`src/rtl/add_sub_cmd_master.sv`:
```
// add_sub_cmd_master
// Queues add/subtract commands in a small FIFO, drives an external add_sub
// unit one command at a time, captures its result, checks it against the
// locally computed expected value and returns it on a valid/ready response
// channel tagged with a 4-bit sequence number.
//
// Ports
//   clk, rst           : clock, synchronous active-high reset
//   cmd_valid/ready    : command handshake; cmd_op (1 = add, 0 = sub),
//                        cmd_a, cmd_b operands
//   as_en_out          : one-cycle enable pulse to add_sub
//   as_control_out     : add_sub control (op of the command in flight)
//   as_data1/2_out     : add_sub operands, held until the next pop
//   as_y_in            : add_sub result (DATA_WIDTH+1 bits)
//   rsp_valid/ready    : response handshake; rsp_result, rsp_op, rsp_seq,
//                        rsp_err (result differs from expected)
//   busy               : FIFO non-empty or command in flight
module add_sub_cmd_master #(
   parameter int unsigned DATA_WIDTH = 4,
   parameter int unsigned FIFO_DEPTH = 4
) (
   input  logic                  clk,
   input  logic                  rst,
   input  logic                  cmd_valid,
   output logic                  cmd_ready,
   input  logic                  cmd_op,
   input  logic [DATA_WIDTH-1:0] cmd_a,
   input  logic [DATA_WIDTH-1:0] cmd_b,
   output logic                  as_en_out,
   output logic                  as_control_out,
   output logic [DATA_WIDTH-1:0] as_data1_out,
   output logic [DATA_WIDTH-1:0] as_data2_out,
   input  logic [DATA_WIDTH:0]   as_y_in,
   output logic                  rsp_valid,
   input  logic                  rsp_ready,
   output logic [DATA_WIDTH:0]   rsp_result,
   output logic                  rsp_op,
   output logic [3:0]            rsp_seq,
   output logic                  rsp_err,
   output logic                  busy
);

   localparam int unsigned AW = (FIFO_DEPTH > 1) ? $clog2(FIFO_DEPTH) : 1;
   localparam int unsigned CW = $clog2(FIFO_DEPTH) + 1;
   localparam int unsigned RW = DATA_WIDTH + 1;

   typedef struct packed {
      logic                  op;
      logic [DATA_WIDTH-1:0] a;
      logic [DATA_WIDTH-1:0] b;
   } entry_t;

   typedef enum logic [1:0] {
      IDLE  = 2'd0,
      ISSUE = 2'd1,
      WAIT  = 2'd2,
      RESP  = 2'd3
   } state_t;

   state_t          state;
   state_t          state_next;
   logic            pop;
   logic            push;
   logic            full;
   logic            empty;
   logic [AW-1:0]   wr_ptr;
   logic [AW-1:0]   rd_ptr;
   logic [CW-1:0]   count;
   entry_t          mem [FIFO_DEPTH];
   entry_t          head;
   logic [3:0]      seq_cnt;
   logic [3:0]      cur_seq;
   logic [RW-1:0]   exp_y;

   // FIFO status; count register makes full/empty exact for any depth
   assign full      = (count == CW'(FIFO_DEPTH));
   assign empty     = (count == '0);
   assign cmd_ready = !full && !rst;
   assign push      = cmd_valid && cmd_ready;
   assign head      = mem[rd_ptr];
   assign busy      = !empty || (state != IDLE);

   // Reference result: zero-extended operands, modulo 2^(DATA_WIDTH+1)
   assign exp_y = as_control_out ? (RW'(as_data1_out) + RW'(as_data2_out))
                                 : (RW'(as_data1_out) - RW'(as_data2_out));

   // Next-state and pop decision
   always_comb begin
      state_next = state;
      pop        = 1'b0;
      unique case (state)
         IDLE: begin
            if (!empty) begin
               pop        = 1'b1;
               state_next = ISSUE;
            end
         end
         ISSUE: state_next = WAIT;
         WAIT:  state_next = RESP;
         RESP: begin
            // rsp_valid is high for the whole of RESP, so rsp_ready is the handshake
            if (rsp_ready) begin
               if (!empty) begin
                  pop        = 1'b1;
                  state_next = ISSUE;
               end else begin
                  state_next = IDLE;
               end
            end
         end
         default: state_next = IDLE;
      endcase
   end

   // State register and registered outputs
   always_ff @(posedge clk) begin
      if (rst) begin
         state          <= IDLE;
         as_en_out      <= 1'b0;
         as_control_out <= 1'b0;
         as_data1_out   <= '0;
         as_data2_out   <= '0;
         rsp_valid      <= 1'b0;
         rsp_result     <= '0;
         rsp_op         <= 1'b0;
         rsp_seq        <= '0;
         rsp_err        <= 1'b0;
         seq_cnt        <= '0;
         cur_seq        <= '0;
      end else begin
         state     <= state_next;
         as_en_out <= (state_next == ISSUE);
         rsp_valid <= (state_next == RESP);
         if (pop) begin
            as_control_out <= head.op;
            as_data1_out   <= head.a;
            as_data2_out   <= head.b;
            cur_seq        <= seq_cnt;
            seq_cnt        <= seq_cnt + 4'd1;
         end
         // add_sub result is valid during WAIT
         if (state == WAIT) begin
            rsp_result <= as_y_in;
            rsp_err    <= (as_y_in != exp_y);
            rsp_op     <= as_control_out;
            rsp_seq    <= cur_seq;
         end
      end
   end

   // FIFO pointers and occupancy
   always_ff @(posedge clk) begin
      if (rst) begin
         wr_ptr <= '0;
         rd_ptr <= '0;
         count  <= '0;
      end else begin
         if (push) begin
            wr_ptr <= (wr_ptr == AW'(FIFO_DEPTH - 1)) ? '0 : wr_ptr + AW'(1);
         end
         if (pop) begin
            rd_ptr <= (rd_ptr == AW'(FIFO_DEPTH - 1)) ? '0 : rd_ptr + AW'(1);
         end
         unique case ({push, pop})
            2'b10:   count <= count + CW'(1);
            2'b01:   count <= count - CW'(1);
            default: count <= count;
         endcase
      end
   end

   // FIFO storage; data needs no reset
   always_ff @(posedge clk) begin
      if (push) begin
         mem[wr_ptr] <= '{op: cmd_op, a: cmd_a, b: cmd_b};
      end
   end

endmodule

```
`config.mk`:
```
export PLATFORM = sky130hd
export DESIGN_NAME = add_sub_cmd_master
export DESIGN_NICKNAME = d
export VERILOG_FILES = /design/src/rtl/add_sub_cmd_master.sv
export SDC_FILE = /design/constraint.sdc
export NUM_CORES = 1
export LEC_CHECK = 0
export ABC_AREA = 0
export CORE_ASPECT_RATIO = 2
export CORE_MARGIN = 2
export CORE_UTILIZATION = 45
export DETAILED_ROUTE_END_ITERATION = 8
export HOLD_SLACK_MARGIN = 0.15
export PLACE_DENSITY = 0.67
export SETUP_SLACK_MARGIN = 0.15
export SYNTH_ARGS = -nofsm -noshare
export SYNTH_HDL_FRONTEND = slang
export SYNTH_SLANG_ARGS = --single-unit
```
`constraint.sdc`:
```
create_clock -name clk -period 8.36 [get_ports clk]
set_input_delay 1.672 -clock clk [delete_from_list [all_inputs] [get_ports clk]]
set_output_delay 1.672 -clock clk [all_outputs]
set_load 0.01 [all_outputs]
```
Word level (Yosys, flattened, before mapping)
Memories as Yosys holds them, arrays and structs flattened. A register that Yosys moved wholly into a read port is not among the register bits.
Index checks and enable logic that the tools add are counted.
{ "classes": {"n_eq_ne": 11, "add_sub_neg": 7, "muxes": 13, "reduce_logical": 10} }
{ "ops": {"columns": ["op", "n"], "rows": [
  ["$eq 2x2->1 const B", 6],
  ["$mux 2", 4],
  ["$pmux 2 s4", 1],
  ["$eq 2x1->1 const B", 3],
  ["$pmux 3 s2", 1],
  ["$add 4x4->5", 1],
  ["$mux 1", 5],
  ["$mux 5", 1],
  ["$ne 5x5->1", 1],
  ["$sub 4x4->5", 1],
  ["$add 2x1->2 const B", 2],
  ["$add 4x1->4 const B", 1],
  ["$reduce_bool 2->1", 2],
  ["$add 3x1->3 const B", 1],
  ["$eq 3x3->1 const B", 1],
  ["$logic_not 1->1", 3],
  ["$logic_not 3->1", 1],
  ["$sub 3x1->3 const B", 1],
  ["$logic_and 1x1->1", 2],
  ["$logic_not 2->1", 1],
  ["$pmux 1 s2", 1],
  ["$logic_or 1x1->1", 1]
]} }
{ "word_totals": {"ff_bits": 30, "out_inout_bits": 24, "in_bits": 18, "wordCells": 54, "mem_bits_rw": 36, "memories": 1} }
{ "memory_table": {"columns": ["memory", "depth", "word_bits", "read_ports", "rd_clocked_by_memory_dff", "write_ports", "line_no", "text"], "rows": [
  ["mem", 4, 9, 1, 1, 1, "69", "entry_t mem [FIFO_DEPTH];"]
]} }

Longest topological paths before layout
Gate-level depths: netlist of the first run.
{ "depth": {"word_depth": 6, "depth_mapped": 13, "mapped_depth_nobuf": 11} }

Least setup slack after synthesis of the first run
Ideal clock, no wire load.
{ "synth_timing": {"path_kind": "input to output", "from": "in rst", "to": "out cmd_ready", "path_stages": 1, "path_buffers": 0, "t_required_ns": 6.688, "slack_ns": 4.672, "arrival_time_ns": 2.016, "path_cell_list": "a31oi_1"} }
{ "synth_via": {"elab_chain_cells": 2} }
{ "synth_rtl": {"columns": ["element", "line_no", "text"], "rows": [
  ["start: declaration", "23", "input logic rst,"],
  ["$logic_not 1->1", "78", "assign cmd_ready = !full && !rst;"],
  ["$logic_and 1x1->1", "78", null],
  ["end: declaration", "25", "output logic cmd_ready,"]
]} }
No other way between the ends.

Worst setup path after layout of the first run
Same ends and word-level chain as after synthesis.

==> results.json, run 1 <==
{
  "grt_pass1_wl_um": 9730,
  "routed_wl_um": 5760,
  "setup_tns_ns": 0,
  "port_buffers": 41,
  "grtUsageTotal": 0.170,
  "synth_fp_nets": 298,
  "ys_seq_elements": 75,
  "status": "complete, no violations",
  "crit_buf_inv": 3,
  "yosysWarnings": 0,
  "async_flop_share": 0,
  "endpoint_kind": "output port",
  "die-area_sq_um": 7840,
  "finalWeightedCongestion": 0.805,
  "detail-route-antenna-nets": 0,
  "crit_chain": "clkdlybuf4s50_1, buf_4, a31oi_1, clkdlybuf4s50_1",
  "route.vias.total": 2035,
  "critPathMaxFanout": 38,
  "synthToLayoutAreaGrowth_pct": 22.8,
  "hold_start": "cur_seq[3]",
  "critPathTopFamily": "buffers and inverters",
  "slowest_stage": "clkdlybuf4s50_1",
  "startpoint_type": "input port",
  "pin_count": 42,
  "grt_overflow": 0,
  "root_buffer": "clkbuf_16",
  "wl_met2_um": 3210,
  "startpoint": "rst",
  "die_w_um": 63.6,
  "critPathMaxStageDelay_ns": 0.63,
  "initial_core_util": 0.465,
  "met1Wirelength_um": 2100,
  "vias_per_cell": 5.09,
  "final_nets": 341,
  "coreArea_sq_um": 6890,
  "grt_pass1_vias": 2049,
  "drt_iter0_markers": 84,
  "ff2ff_setup_slack_ns": 5.34,
  "n_antenna_cell": 0,
  "cts_resized": 0,
  "finalSetupViolCount": 0,
  "rows": 43,
  "power_density_nw_per_um2": 307,
  "max-slew-margin-rel": 0.520,
  "timing.final.crit_period_ns": 5.01,
  "timing.rr.end": "count[2]",
  "critPathMostFrequentCell": "clkdlybuf4s50_1",
  "top_layer_used": "met4",
  "synth_edf_count": 36,
  "antenna_found_initial": 0,
  "synth-main-ff-cell": "dfxtp_1",
  "post-route-drc-count": 0,
  "drv_slew": 0,
  "clock_latency_ns": 0.33,
  "first_pass_iters": 5,
  "cts-buffers-inserted": 9,
  "fin_worst_skew_ns": 0.00406,
  "drive_gt1_frac": 0.0839,
  "worstHoldPathCells": 2,
  "reg2regPathDepth": 10,
  "hold_end": "cur_seq[3]",
  "yosysUniqueCellTypes": 34,
  "htreeDepth": 3,
  "ys_seq_area_frac": 0.582,
  "peakVddDrop_mv": 0.154,
  "fmax_mhz": 199,
  "cts_sinks": 75,
  "synth_area_sq_um": 3200,
  "leakagePower_uw": 0.00143,
  "fillCellCount": 649,
  "holdBufCountCts": 0,
  "worst_slew_pin_slew_ns": 0.719,
  "syn_area_per_cell_sq_um": 12.2,
  "finalHoldViolations": 0,
  "rsz0062_at_grt": "false",
  "post-route-util": 0.570,
  "fin_crit_sh": 0.600,
  "path_class": "input port to output port",
  "hold_class": "register to register",
  "required_ns": 6.69,
  "cap_violations": 0,
  "cts_setup_buffers": 0,
  "wl_met3_um": 216,
  "hpwl_um": 4240,
  "grt_max_degree": 39,
  "arrival_ns": 3.34,
  "worstReg2RegStart": "state[0]",
  "clk_path_buf_depth": 2,
  "final_cell_count_no_fill": 400,
  "dp_cells": 384,
  "wl_per_cell_um": 14.4,
  "die_height_um": 123,
  "syn_inst": 262,
  "clkSlewWorstSetupHoldPaths_ns": 0.05,
  "cts_tree": "built"
}
-- worst reg2reg max path, delay by kind of cell, from the launching register on --
family	cells	cell delay [ns]
AO/OA/AOI/OAI	1	0.14
AND/OR/NAND/NOR	2	0.98
XOR/XNOR	1	0.16
buffers and inverters	3	0.42
adder cells (fa/ha/maj)	3	0.88
flip-flops	1	0.36
-- cell usage after synthesis (all sizes together) (6+ instances only) --
cell type / number / area share
ha: 16 / 0.063
nand2: 35 / 0.041
dfxtp: 39 / 0.24
inv: 16 / 0.021
xnor2: 6 / 0.016
a21oi: 24 / 0.038
mux4: 9 / 0.063
xor2: 8 / 0.022
mux2i: 10 / 0.031
edfxtp: 36 / 0.34
nor2: 23 / 0.027
buf: 7 / 0.014
-- worst max-delay path by stage --
stage | end | slack [ns] | depth (start not counted)
floorplan | cmd_ready | 4.67 | 1
global placement | cmd_ready | 3.41 | 4
detailed placement | cmd_ready | 3.37 | 4
CTS | cmd_ready | 3.36 | 4
global route | cmd_ready | 3.21 | 4
finish | cmd_ready | 3.35 | 4
-- layer usage --
metal / global-route usage / vias up
met5: 0 / -
met4: 0.122 / 0
met3: 0.0373 / 21
met2: 0.309 / 50
met1: 0.167 / 963
li1: - / 1001
-- per-stage QoR --
step / area [sq um] / hold slack, ns / worst slack (ns) / total power, uW
after CTS: 3930 / 0.464 / 3.36 / 1220
after detailed placement: 3670 / 0.457 / 3.37 / 894
after global routing: 3930 / 0.476 / 3.21 / 1290
after global placement: 3670 / 0.454 / 3.41 / 882
final: 3930 / 0.459 / 3.35 / 1210
after floorplan: 3200 / 0.436 / 4.67 / 773
-- state kept, by name, summed over array words and instances, names as in the netlist, 2 cells and up --
signal        flops
as_data2_out      4
seq_cnt           4
rd_ptr            2
mem              36
wr_ptr            2
rsp_result        5
count             3
cur_seq           4
as_data1_out      4
rsp_seq           4
state             2
-- power breakdown --
part           leakage [uW]  total (uW)  switching (uW)  internal [uW]
clock              0.000125         326             129            198
sequential         0.000644         486            49.2            437
combinational      0.000657         393             203            190
total               0.00143        1210             381            824
-- kinds of logic after synthesis --
family	Yosys count	synth area share
simple gates	73	0.103
buf+inv	26	0.0387
flops	75	0.582
compound gates	36	0.0649
xor+xnor	14	0.0383
mux	20	0.0982
fa+ha+maj	18	0.0751
-- layout make-up --
cell class                 count  area, sq um  area share
clock buffer                  12          236      0.0602
clock inverter                 4         17.5     0.00446
inverter                      16         67.6      0.0172
multi-input combinational    161         1210       0.309
sequential                    75         1860       0.474
tap                           90          113      0.0287
timing repair buffer          42          418       0.106
-- layout by cell type, fill, tap and decap left out, drive strengths merged, types with 2 or more instances in the layout --
cell type and instances:
mux4 9, and3 4, dfxtp 39, nor2 23, and2 3, inv 16, a21oi 24, nand2 35
nor3 3, clkbuf 12, xnor2 6, a21o 2, edfxtp 36, clkdlybuf4s50 41, mux2i 10, a211oi 2
ha 16, o21ai 2, or3 2, o31ai 2, fa 2, xor2 8, clkinv 4
No activity file was read; power rests on OpenSTA's default activity.
==> run 2, diff against run 1 <==
clock period = 5 ns   (was 8.36 ns; I/O delays follow)
==> run 2 against run 1 <==
  * Sequential share of layout area down 0.79 points
  * Cell count did not move
  * Worst setup slack worse by 1.8 ns
  * Clock-buffer cell count down 1
  * Register-to-register slack got worse by 3.3 ns
  * Global-route usage is 0.38 points higher
  * Sequential cell count unchanged
  * Worst hold slack improved by 0.0062 ns
  * Routed wire length is 6.2% higher
  * Die area unchanged
  * Critical endpoint is now count[2]
  * Largest cell class unchanged
==> results.json, run 2 (synthesis gave the netlist of run 1 again) <==
{
  "drv_slew": 0,
  "layout_commonest_cell": "clkdlybuf4s50_1",
  "grt_overflow": 0,
  "n_antenna_cell": 0,
  "coreArea_sq_um": 6890,
  "peakVddDrop_mv": 0.299,
  "htreeDepth": 3,
  "crit_chain": "clkdlybuf4s50_1, a21oi_1, or3_1, inv_8, ha_1, inv_1, fa_1, xor2_1, or3_1, a21oi_1",
  "grt_pass1_wl_um": 9980,
  "vias_per_cell": 5.06,
  "first_pass_iters": 4,
  "root_buffer": "clkbuf_16",
  "dp_slack_ns": 1.24,
  "leakagePower_uw": 0.00146,
  "critPathMaxStageDelay_ns": 0.62,
  "slowest_stage": "or3_1",
  "hold_class": "register to register",
  "grtUsageTotal": 0.174,
  "required_ns": 5.26,
  "die_height_um": 123,
  "routed_wl_um": 6120,
  "timing.final.crit_period_ns": 3.43,
  "mostFrequentLayoutCells": "41 x clkdlybuf4s50_1, 39 x dfxtp_1, 36 x edfxtp_1, 35 x nand2_1, 24 x a21oi_1",
  "cts_setup_buffers": 0,
  "initial_core_util": 0.465,
  "worst_slew_pin_slew_ns": 0.738,
  "rsz0062_at_grt": "false",
  "cts_sinks": 75,
  "die_w_um": 63.6,
  "holdBufCountCts": 0,
  "cts_tree": "built",
  "cts_resized": 0,
  "grt_max_degree": 38,
  "max-slew-margin-rel": 0.507,
  "reg.largest.list": "mem x36, rsp_result x5",
  "drive_gt1_frac": 0.0968,
  "die-area_sq_um": 7840,
  "wl_per_cell_um": 15.3,
  "setup_tns_ns": 0,
  "startpoint_type": "input port",
  "status": "complete, no violations",
  "largest_register_ff_count": 36,
  "path_class": "input port to register",
  "finalHoldViolations": 0,
  "clk_path_buf_depth": 2,
  "clock_latency_ns": 0.33,
  "detail-route-antenna-nets": 0,
  "antenna_found_initial": 0,
  "clkSlewWorstSetupHoldPaths_ns": 0.05,
  "final_nets": 341,
  "fmax_mhz": 292,
  "finalWeightedCongestion": 0.822,
  "finalSetupViolCount": 0,
  "fin_worst_skew_ns": 0.00614,
  "post-route-drc-count": 0,
  "final_cell_count_no_fill": 400,
  "drt_iter0_markers": 75,
  "dp_cells": 384,
  "critPathMaxFanout": 19,
  "rows": 43,
  "synthToLayoutAreaGrowth_pct": 24.8,
  "power_density_nw_per_um2": 540,
  "setup_slack_ns": 1.57,
  "arrival_ns": 3.69,
  "cap_violations": 0,
  "grt_pass1_vias": 2051,
  "hpwl_um": 4420,
  "route.vias.total": 2025,
  "pin_count": 42,
  "cts-buffers-inserted": 9,
  "fin_crit_sh": 0.686,
  "port_buffers": 41,
  "top_register": "mem",
  "endpoint_kind": "register"
}
[run 2: final timing paths]
kind	startpoint	endpoint	slack (ns)	depth (start not counted)
setup / recovery	rsp_ready	count[2]	1.57	10
hold / removal	cur_seq[1]	cur_seq[1]	0.47	2
setup reg to reg	state[0]	count[2]	2.02	10
hold reg to reg	cur_seq[1]	cur_seq[1]	0.47	2
[run 2: cell type report]
type,count,area [sq um]
fillers,635,2890
flip-flops and latches,75,1860
multi-input cells,161,1210
repair buffers,42,418
clock buffers,11,243
well taps,90,113
clock inverters,5,77.6
inverters,16,67.6
[run 2: critical path: cells and delay by family]
kind                       cells  cell delay [ns]
xor gates and xnor gates       1             0.15
AOI/OAI and AO/OA              2             0.22
adders and majority gates      2             0.58
and+or+nand+nor                2             0.93
buffers and inverters          3             0.81
[run 2: power by group]
| part | internal [uW] | switching, uW |
|---|---|---|
| clock | 448 | 234 |
| combinational | 318 | 343 |
| sequential | 730 | 83.1 |
| total | 1500 | 660 |
[run 2: through the flow]
stage / utilization / total power [uW] / hold slack [ns] / instance area [sq um]
6_report: 0.580 / 2160 / 0.465 / 3990
5_1_grt: 0.580 / 2290 / 0.490 / 3990
4_1_cts: 0.580 / 2180 / 0.473 / 3990
3_5_place_dp: 0.533 / 1490 / 0.465 / 3670
3_3_place_gp: 0.533 / 1470 / 0.459 / 3670
2_1_floorplan: - / 1290 / 0.436 / 3200
[run 2: routing by layer]
layer	track usage	routed length [um]
met2	0.326	3580
met5	0	0
met3	0.0428	232
met1	0.175	2230
met4	0.0870	78
